File: src/rtl/obstacle_streamer_if.sv
// obstacle_streamer_if: bundles the two streaming channels of the obstacle streamer.
//   Row channel      : row_in[11:0], row_in_valid (to streamer), row_in_ready (from streamer)
//   Obstacle channel : obstacle[15:0], obstacle_valid, firstrow (from streamer)
// master = row generator / obstacle consumer side, slave = the streamer itself.
interface obstacle_streamer_if;
  logic [11:0] row_in;
  logic        row_in_valid;
  logic        row_in_ready;
  logic [15:0] obstacle;
  logic        obstacle_valid;
  logic        firstrow;

  modport master (
    output row_in, row_in_valid,
    input  row_in_ready, obstacle, obstacle_valid, firstrow
  );

  modport slave (
    input  row_in, row_in_valid,
    output row_in_ready, obstacle, obstacle_valid, firstrow
  );
endinterface

File: src/rtl/obstacle_streamer.sv
// obstacle_streamer: ring buffer of upcoming track rows. Scrolls by SPEED score
// points per frame and, once per frame, streams every lane of every buffered row
// as a 16-bit obstacle word {type[2:0], lane[1:0], depth[10:0]}.
//
// Ports
//   i_clk, i_rst_n   : clock, synchronous active-low reset
//   i_new_frame      : 1-cycle frame strobe
//   i_halt           : freeze scrolling; streaming continues
//   bus (slave)      : row input handshake and obstacle word output
//   o_frame_done     : 1-cycle pulse after the last word of a frame
//   o_phase          : scroll offset within row 0
//   o_underflow      : sticky, row 0 retired with no replacement offered
//   o_overrun        : sticky, new_frame seen outside IDLE
//
// state    | meaning
// ---------+-----------------------------------------------------------
// IDLE     | accepting rows, waiting for new_frame
// ADVANCE  | one cycle: scroll phase, possibly retire row 0
// STREAM   | one word per cycle, 3*ROWS words, lane-major within row
// DONE     | one cycle: frame_done pulse, then back to IDLE
module obstacle_streamer #(
  parameter int HALF_BLOCK_LENGTH = 64,
  parameter int SPEED             = 4,
  parameter int ROWS              = 8
) (
  input  logic                                 i_clk,
  input  logic                                 i_rst_n,
  input  logic                                 i_new_frame,
  input  logic                                 i_halt,
  obstacle_streamer_if.slave                   bus,
  output logic                                 o_frame_done,
  output logic [$clog2(HALF_BLOCK_LENGTH)-1:0] o_phase,
  output logic                                 o_underflow,
  output logic                                 o_overrun
);

  localparam int PW = $clog2(HALF_BLOCK_LENGTH);
  localparam int HW = $clog2(ROWS);
  localparam int CW = $clog2(ROWS + 1);

  typedef enum logic [1:0] {S_IDLE, S_ADVANCE, S_STREAM, S_DONE} state_t;

  state_t        r_state;
  logic [HW-1:0] r_head;
  logic [CW-1:0] r_count;
  logic [PW-1:0] r_phase;
  logic [HW-1:0] r_row;
  logic [1:0]    r_lane;
  logic [11:0]   r_mem [ROWS];
  logic [15:0]   r_obstacle;
  logic          r_valid;
  logic          r_firstrow;
  logic          r_frame_done;
  logic          r_underflow;
  logic          r_overrun;

  logic          w_xfer;
  logic          w_adv_wrap;
  logic [PW-1:0] w_adv_phase;
  logic [HW-1:0] w_adv_head;
  logic [CW-1:0] w_adv_count;
  logic [HW-1:0] w_sel_row;
  logic [1:0]    w_sel_lane;
  logic [HW-1:0] w_sel_head;
  logic [CW-1:0] w_sel_count;
  logic [PW-1:0] w_sel_phase;
  logic [HW-1:0] w_rd_idx;
  logic [HW-1:0] w_wr_idx;
  logic [11:0]   w_row_data;
  logic [3:0]    w_nib;
  logic [2:0]    w_type;
  logic          w_ramp2;
  int            w_depth;
  logic [15:0]   w_word;
  logic          w_last;

  function automatic logic [HW-1:0] wrap_add(input int a, input int b);
    int s;
    s = a + b;
    if (s >= ROWS) s = s - ROWS;
    return HW'(s);
  endfunction

  assign bus.row_in_ready = (r_state == S_IDLE) && (r_count < CW'(ROWS));
  assign w_xfer           = bus.row_in_valid && bus.row_in_ready;

  assign w_adv_wrap  = (int'(r_phase) + SPEED) >= HALF_BLOCK_LENGTH;
  assign w_adv_phase = w_adv_wrap ? '0 : PW'(int'(r_phase) + SPEED);
  assign w_adv_head  = w_adv_wrap ? wrap_add(int'(r_head), 1) : r_head;
  assign w_adv_count = w_adv_wrap ? r_count - CW'(1) : r_count;

  assign w_last = (r_row == HW'(ROWS - 1)) && (r_lane == 2'd2);

  // Selects the word to be registered at the coming edge. Entering STREAM from
  // ADVANCE must already see the scrolled phase/head/count, so those are taken
  // from the advance results rather than the registers.
  always_comb begin
    w_sel_row   = '0;
    w_sel_lane  = '0;
    w_sel_head  = r_head;
    w_sel_count = r_count;
    w_sel_phase = r_phase;
    case (r_state)
      S_ADVANCE: begin
        w_sel_head  = w_adv_head;
        w_sel_count = w_adv_count;
        w_sel_phase = w_adv_phase;
      end
      S_STREAM: begin
        if (r_lane == 2'd2) begin
          w_sel_lane = 2'd0;
          w_sel_row  = r_row + HW'(1);
        end else begin
          w_sel_lane = r_lane + 2'd1;
          w_sel_row  = r_row;
        end
      end
      default: ;
    endcase
  end

  assign w_rd_idx = wrap_add(int'(w_sel_head), int'(w_sel_row));
  assign w_wr_idx = wrap_add(int'(r_head), int'(r_count));

  // Slots past count read as empty. A row arriving in the same IDLE cycle as
  // new_frame is forwarded so word 0 agrees with the rest of the stream.
  always_comb begin
    w_row_data = '0;
    if (int'(w_sel_row) < int'(w_sel_count))
      w_row_data = r_mem[w_rd_idx];
    else if ((r_state == S_IDLE) && w_xfer && (int'(w_sel_row) == int'(r_count)))
      w_row_data = bus.row_in;
  end

  always_comb begin
    case (w_sel_lane)
      2'd0:    w_nib = w_row_data[3:0];
      2'd1:    w_nib = w_row_data[7:4];
      default: w_nib = w_row_data[11:8];
    endcase
  end

  assign w_type  = w_nib[2:0];
  assign w_ramp2 = w_nib[3];

  always_comb begin
    w_depth = 0;
    if (w_type == 3'b101)
      w_depth = (w_ramp2 ? 0 : HALF_BLOCK_LENGTH) + int'(w_sel_phase);
    else
      w_depth = int'(w_sel_row) * HALF_BLOCK_LENGTH + (HALF_BLOCK_LENGTH - 1 - int'(w_sel_phase));
  end

  assign w_word = {w_type, w_sel_lane, w_depth[10:0]};

  always_ff @(posedge i_clk) begin
    if (i_rst_n && w_xfer) r_mem[w_wr_idx] <= bus.row_in;
  end

  always_ff @(posedge i_clk) begin
    if (!i_rst_n) begin
      r_state      <= S_IDLE;
      r_head       <= '0;
      r_count      <= '0;
      r_phase      <= '0;
      r_row        <= '0;
      r_lane       <= '0;
      r_obstacle   <= '0;
      r_valid      <= 1'b0;
      r_firstrow   <= 1'b0;
      r_frame_done <= 1'b0;
      r_underflow  <= 1'b0;
      r_overrun    <= 1'b0;
    end else begin
      r_obstacle   <= '0;
      r_valid      <= 1'b0;
      r_firstrow   <= 1'b0;
      r_frame_done <= 1'b0;
      if (w_xfer) r_count <= r_count + CW'(1);
      if (i_new_frame && (r_state != S_IDLE)) r_overrun <= 1'b1;
      case (r_state)
        S_IDLE: begin
          if (i_new_frame) begin
            if (!i_halt && (r_count == CW'(ROWS))) begin
              r_state <= S_ADVANCE;
            end else begin
              r_state    <= S_STREAM;
              r_row      <= '0;
              r_lane     <= '0;
              r_obstacle <= w_word;
              r_valid    <= 1'b1;
              r_firstrow <= 1'b1;
            end
          end
        end
        S_ADVANCE: begin
          r_phase <= w_adv_phase;
          r_head  <= w_adv_head;
          r_count <= w_adv_count;
          if (w_adv_wrap && !bus.row_in_valid) r_underflow <= 1'b1;
          r_state    <= S_STREAM;
          r_row      <= '0;
          r_lane     <= '0;
          r_obstacle <= w_word;
          r_valid    <= 1'b1;
          r_firstrow <= 1'b1;
        end
        S_STREAM: begin
          if (w_last) begin
            r_state      <= S_DONE;
            r_frame_done <= 1'b1;
          end else begin
            r_row      <= w_sel_row;
            r_lane     <= w_sel_lane;
            r_obstacle <= w_word;
            r_valid    <= 1'b1;
            r_firstrow <= (w_sel_row == '0);
          end
        end
        default: r_state <= S_IDLE;
      endcase
    end
  end

  assign bus.obstacle       = r_obstacle;
  assign bus.obstacle_valid = r_valid;
  assign bus.firstrow       = r_firstrow;
  assign o_frame_done       = r_frame_done;
  assign o_phase            = r_phase;
  assign o_underflow        = r_underflow;
  assign o_overrun          = r_overrun;

endmodule

File: src/flat_wrapper.sv
// flat-port wrapper written by rule: the top's interface ports become plain ports
module obstacle_streamer_flat 
#(
  parameter int HALF_BLOCK_LENGTH = 64,
  parameter int SPEED             = 4,
  parameter int ROWS              = 8
)
  (i_clk, i_rst_n, i_new_frame, i_halt, o_frame_done, o_phase, o_underflow, o_overrun, bus_row_in, bus_row_in_valid, bus_row_in_ready, bus_obstacle, bus_obstacle_valid, bus_firstrow);
  obstacle_streamer_if bus_i ();
  input  logic i_clk;
  input  logic i_rst_n;
  input  logic i_new_frame;
  input  logic i_halt;
  output logic o_frame_done;
  output logic [$clog2(HALF_BLOCK_LENGTH)-1:0] o_phase;
  output logic o_underflow;
  output logic o_overrun;
  input wire logic [$bits(bus_i.row_in)-1:0] bus_row_in;
  input wire logic [$bits(bus_i.row_in_valid)-1:0] bus_row_in_valid;
  output wire logic [$bits(bus_i.row_in_ready)-1:0] bus_row_in_ready;
  output wire logic [$bits(bus_i.obstacle)-1:0] bus_obstacle;
  output wire logic [$bits(bus_i.obstacle_valid)-1:0] bus_obstacle_valid;
  output wire logic [$bits(bus_i.firstrow)-1:0] bus_firstrow;
  assign bus_i.row_in = bus_row_in;
  assign bus_i.row_in_valid = bus_row_in_valid;
  assign bus_row_in_ready = bus_i.row_in_ready;
  assign bus_obstacle = bus_i.obstacle;
  assign bus_obstacle_valid = bus_i.obstacle_valid;
  assign bus_firstrow = bus_i.firstrow;
  obstacle_streamer #(.HALF_BLOCK_LENGTH(HALF_BLOCK_LENGTH), .SPEED(SPEED), .ROWS(ROWS)) u_core (.i_clk(i_clk), .i_rst_n(i_rst_n), .i_new_frame(i_new_frame), .i_halt(i_halt), .bus(bus_i), .o_frame_done(o_frame_done), .o_phase(o_phase), .o_underflow(o_underflow), .o_overrun(o_overrun));
endmodule
File: config.mk
export PLATFORM = sky130hd
export DESIGN_NAME = obstacle_streamer_flat
export DESIGN_NICKNAME = d
export VERILOG_FILES = /design/src/rtl/obstacle_streamer_if.sv /design/src/rtl/obstacle_streamer.sv /design/src/flat_wrapper.sv
export SDC_FILE = /design/constraint.sdc
export NUM_CORES = 1
export LEC_CHECK = 0
export ABC_AREA = 0
export CAP_MARGIN = 40
export CORE_MARGIN = 4
export CORE_UTILIZATION = 58
export DETAILED_ROUTE_END_ITERATION = 8
export PLACE_DENSITY = 0.79
export SLEW_MARGIN = 20
export SYNTH_ARGS = -nofsm -noshare
export SYNTH_HDL_FRONTEND = slang
export SYNTH_SLANG_ARGS = --single-unit
File: constraint.sdc
create_clock -name i_clk -period 4.9 [get_ports i_clk]
set_clock_uncertainty 0.05 [all_clocks]
set_input_delay 0.735 -clock i_clk [delete_from_list [all_inputs] [get_ports i_clk]]
set_output_delay 0.735 -clock i_clk [all_outputs]
set_load 0.05 [all_outputs]
==> flow_summary_export.csv, run 1 <==
group,metric,value,unit
synth,synth_area_leaders,"edfxtp_1 (48%), dfxtp_1 (13%), mux4_2 (7.8%), ha_1 (3.3%), mux2i_1 (2.2%)",
sta,tightest_slew,749,ps
sta,drv_slew,0,
worst_setup_path,ff2ff_setup_slack,400,ps
grt,antenna_found_initial,0,
routing,drc,0,
grt,grt_pass1_vias,3750,
worst_setup_path,crit_fanout,14,
floorplan,io_pins,45,
final_layout,diodes,0,
run_status,outcome,"complete, no violations",
final_layout,final.fill_count,607,
worst_hold_path,min_from,"u_core.o_underflow$_SDFFE_PN0P_",
worst_hold_path,hold_class,"reg2reg",
grt,grt_max_degree,28,
routing,first_pass_iters,5,
grt,grt_usage,0.234,
worst_setup_path,rr_startpoint,"u_core.r_state[1]$_SDFFE_PN0P_",
sta,fmax,0.222,GHz
sta,grt_setup_unrepaired,"false",
worst_setup_path,reg2reg_to,"u_core.bus.obstacle[5]$_SDFF_PN0_",
routing,num_vias,3828,
floorplan,core,9950,µm²
worst_setup_path,startpoint_type,"flip-flop",
cts,hold_buffers,0,
pwr,power_density,486,nW/µm²
sta,relSlewSlack,0.498,
cts,clock_path_buffers,2,
synth,async_flop_share,0,
pwr,total_power,0.00354,W
cts,cts-buffers-inserted,17,
synth,syn-cell-area,6040,µm²
place,dp_hpwl,8200,µm
routing,wl_per_cell,21.0,µm
cts,post_cts_buffers,0,
cts,cts_tree,"built",
worst_setup_path,crit_type,"reg2reg",
cts,cts.sinks,135,
synth,synth.distinct_cells,62,
worst_hold_path,min_to,"u_core.o_underflow$_SDFFE_PN0P_",
flow_run,cap_viol_max_count,0,
routing,vias_per_cell,6.13,
sta,post-route-period-util,0.919,
synth,synth_ff_type,"edfxtp_1",
synth,synth.ff_latch_count,135,
worst_setup_path,reg2regPathDepth,14,
final_layout,nets,513,
synth,syn_inst,424,
worst_setup_path,worstPathRequired,5260,ps
final_layout,area_growth,20.6,%
floorplan,die_h,110,µm
floorplan,rows,36,
place,routabilityCongestion,0.876,
cts,cts_root_buffer,"clkbuf_8",
sta,final.setup.tns,0,ps
routing,antenna_left,0,
sta,setup_viol,0,
synth,synth.top_cell.area_share,0.477,
synth,ys.warnings.count,0,
worst_setup_path,arrival,4860,ps
grt,grt_pass1_wl,20400,µm
synth,avgSynthCellArea,14.2,µm²
cts,h-tree-depth,4,
pwr,ir_drop,0.333,mV
synth,ys_seq_area_frac,0.607,
pwr,leakagePower,2.58,nW
floorplan,fp.dieW,110,µm
floorplan,start_util,0.607,
synth,yosys.area.top_type,"edfxtp_1",
synth,synth_edf_count,96,
sta,hold_viol,0,
worst_setup_path,cp-end-kind,"flip-flop",
routing,routed_wl,13100,µm
worst_hold_path,hold-path-cell-count,1,
cts,clk_pin_slew,60,ps
place,io_buffers,42,
cts,ctsResizeCount,0,
cts,clk_latency,530,ps
routing,drtIter0Drc,328,
floorplan,die_area,12100,µm²
sta,min_period,4500,ps
final_layout,drive_gt1_frac,0.185,
grt,grt-ovfl-total,0,
state kept, by name (all words and copies together) (netlist names):
| register | count |
|---|---|
| u_core.bus.firstrow | 1 |
| u_core.r_head | 3 |
| u_core.r_count | 4 |
| u_core.bus.obstacle_valid | 1 |
| u_core.r_lane | 2 |
| u_core.o_frame_done | 1 |
| u_core.r_state | 2 |
| u_core.bus.obstacle | 14 |
| u_core.o_underflow | 1 |
| u_core.r_row | 3 |
| u_core.o_overrun | 1 |
| u_core.r_mem | 96 |
| u_core.o_phase | 6 |
cell type report:
class	instances	area, µm²	area share
clock inverters	13	219	0.0301
repair buffers	57	531	0.0728
clock buffers	19	422	0.0579
multi-input cells	256	2240	0.308
well taps	133	166	0.0228
flip-flops and latches	135	3660	0.503
inverters	11	41.3	0.00567
power by group:
| group | switching (W) | leakage (nW) | internal, W |
|---|---|---|---|
| clock network | 0.000485 | 0.308 | 0.000887 |
| logic | 0.000526 | 1.09 | 0.000289 |
| registers | 0.0000477 | 1.18 | 0.00131 |
worst max-delay path, stage by stage, from the launching register on:
cell and delay [ps]:
dfxtp_1 340, inv_1 120, ha_1 420, nand4_1 210
xnor2_1 260, ha_1 210, inv_1 60, fa_1 940
buf_4 350, nand2_1 90, mux2_2 270, o211a_1 160
or3_4 410, nor2_8 180, mux2_4 310
through the flow:
step / instance area [µm²] / worst slack (ps) / hold WS (ps) / util / std cells
floorplan: 6040 / 496 / 452 / - / 425
detailed placement: 6640 / 529 / 417 / 0.667 / 591
CTS: 7280 / 421 / 436 / 0.731 / 623
global route: 7280 / 118 / 471 / 0.732 / 624
finish: 7280 / 396 / 429 / 0.732 / 624
global placement: 6630 / 689 / 399 / 0.666 / 590
worst max-delay path by stage:
stage                                         from                                 to  slack [ps]  depth (start not counted)
CTS                 u_core.r_state[1]$_SDFFE_PN0P_  u_core.bus.obstacle[5]$_SDFF_PN0_         420                         14
detailed placement  u_core.r_state[1]$_SDFFE_PN0P_  u_core.bus.obstacle[5]$_SDFF_PN0_         530                         13
finish              u_core.r_state[1]$_SDFFE_PN0P_  u_core.bus.obstacle[5]$_SDFF_PN0_         400                         14
global placement    u_core.r_state[1]$_SDFFE_PN0P_  u_core.bus.obstacle[3]$_SDFF_PN0_         690                         13
floorplan             u_core.o_phase[2]$_SDFF_PN0_  u_core.bus.obstacle[3]$_SDFF_PN0_         500                         16
global route        u_core.r_state[1]$_SDFFE_PN0P_  u_core.bus.obstacle[1]$_SDFF_PN0_         120                         14
Yosys cell counts, types with 4 or more instances:
library cell	instances
a22oi_1	5
clkbuf_1	11
edfxtp_1	96
mux2_2	4
mux4_2	21
a21oi_1	14
nand2_1	25
nor2b_1	13
mux2_4	4
nand3_1	4
a211oi_1	4
buf_2	8
ha_1	16
and2_1	6
xnor2_1	10
xor2_1	5
dfxtp_1	39
o21ai_0	12
inv_1	10
nor3_1	13
nor4_1	4
nor2_1	26
mux2i_1	13
logic make-up after synthesis:
logic type | synth area share
and+or+nand+nor | 0.105
other | 0.000621
buffers and inverters | 0.0265
AOI/OAI and AO/OA | 0.0657
xor gates and xnor gates | 0.0298
DFF | 0.607
adders and majority gates | 0.0398
muxes | 0.125
metal layers:
metal  wire length [µm]  GRT usage  share of wire
met4                331     0.0890          0.025
met5                  0          0              0
met3               1320     0.0582           0.10
met2               6320      0.368           0.48
met1               5100      0.315           0.39
cell usage in the layout, fill, tap and decap left out, types with 4 or more instances in the layout:
cell type,count
a22oi_1,5
clkdlybuf4s50_1,42
nor2_1,26
inv_1,10
inv_6,4
a211oi_1,4
bufinv_16,5
nor3_1,11
xnor2_1,10
clkbuf_16,16
and2_1,6
mux2_4,4
nand2_1,25
ha_1,16
edfxtp_1,96
buf_4,14
o21ai_0,12
mux4_2,21
xor2_1,5
dfxtp_1,39
a21oi_1,14
mux2i_1,13
mux2_2,4
nor2b_1,13
nand3_1,4
Note: power is estimated with default switching activity, not from simulation.
==> run 2: changes to the inputs <==
--- a/config.mk
+++ b/config.mk
@@ -11,6 +11,7 @@
 export CORE_UTILIZATION = 58
 export DETAILED_ROUTE_END_ITERATION = 8
 export PLACE_DENSITY = 0.79
+export SKIP_CTS_REPAIR_TIMING = 1
 export SLEW_MARGIN = 20
 export SYNTH_ARGS = -nofsm -noshare
 export SYNTH_HDL_FRONTEND = slang
==> results of run 2 <==
The final DEF is identical to that of run 1; final timing and power are the same.
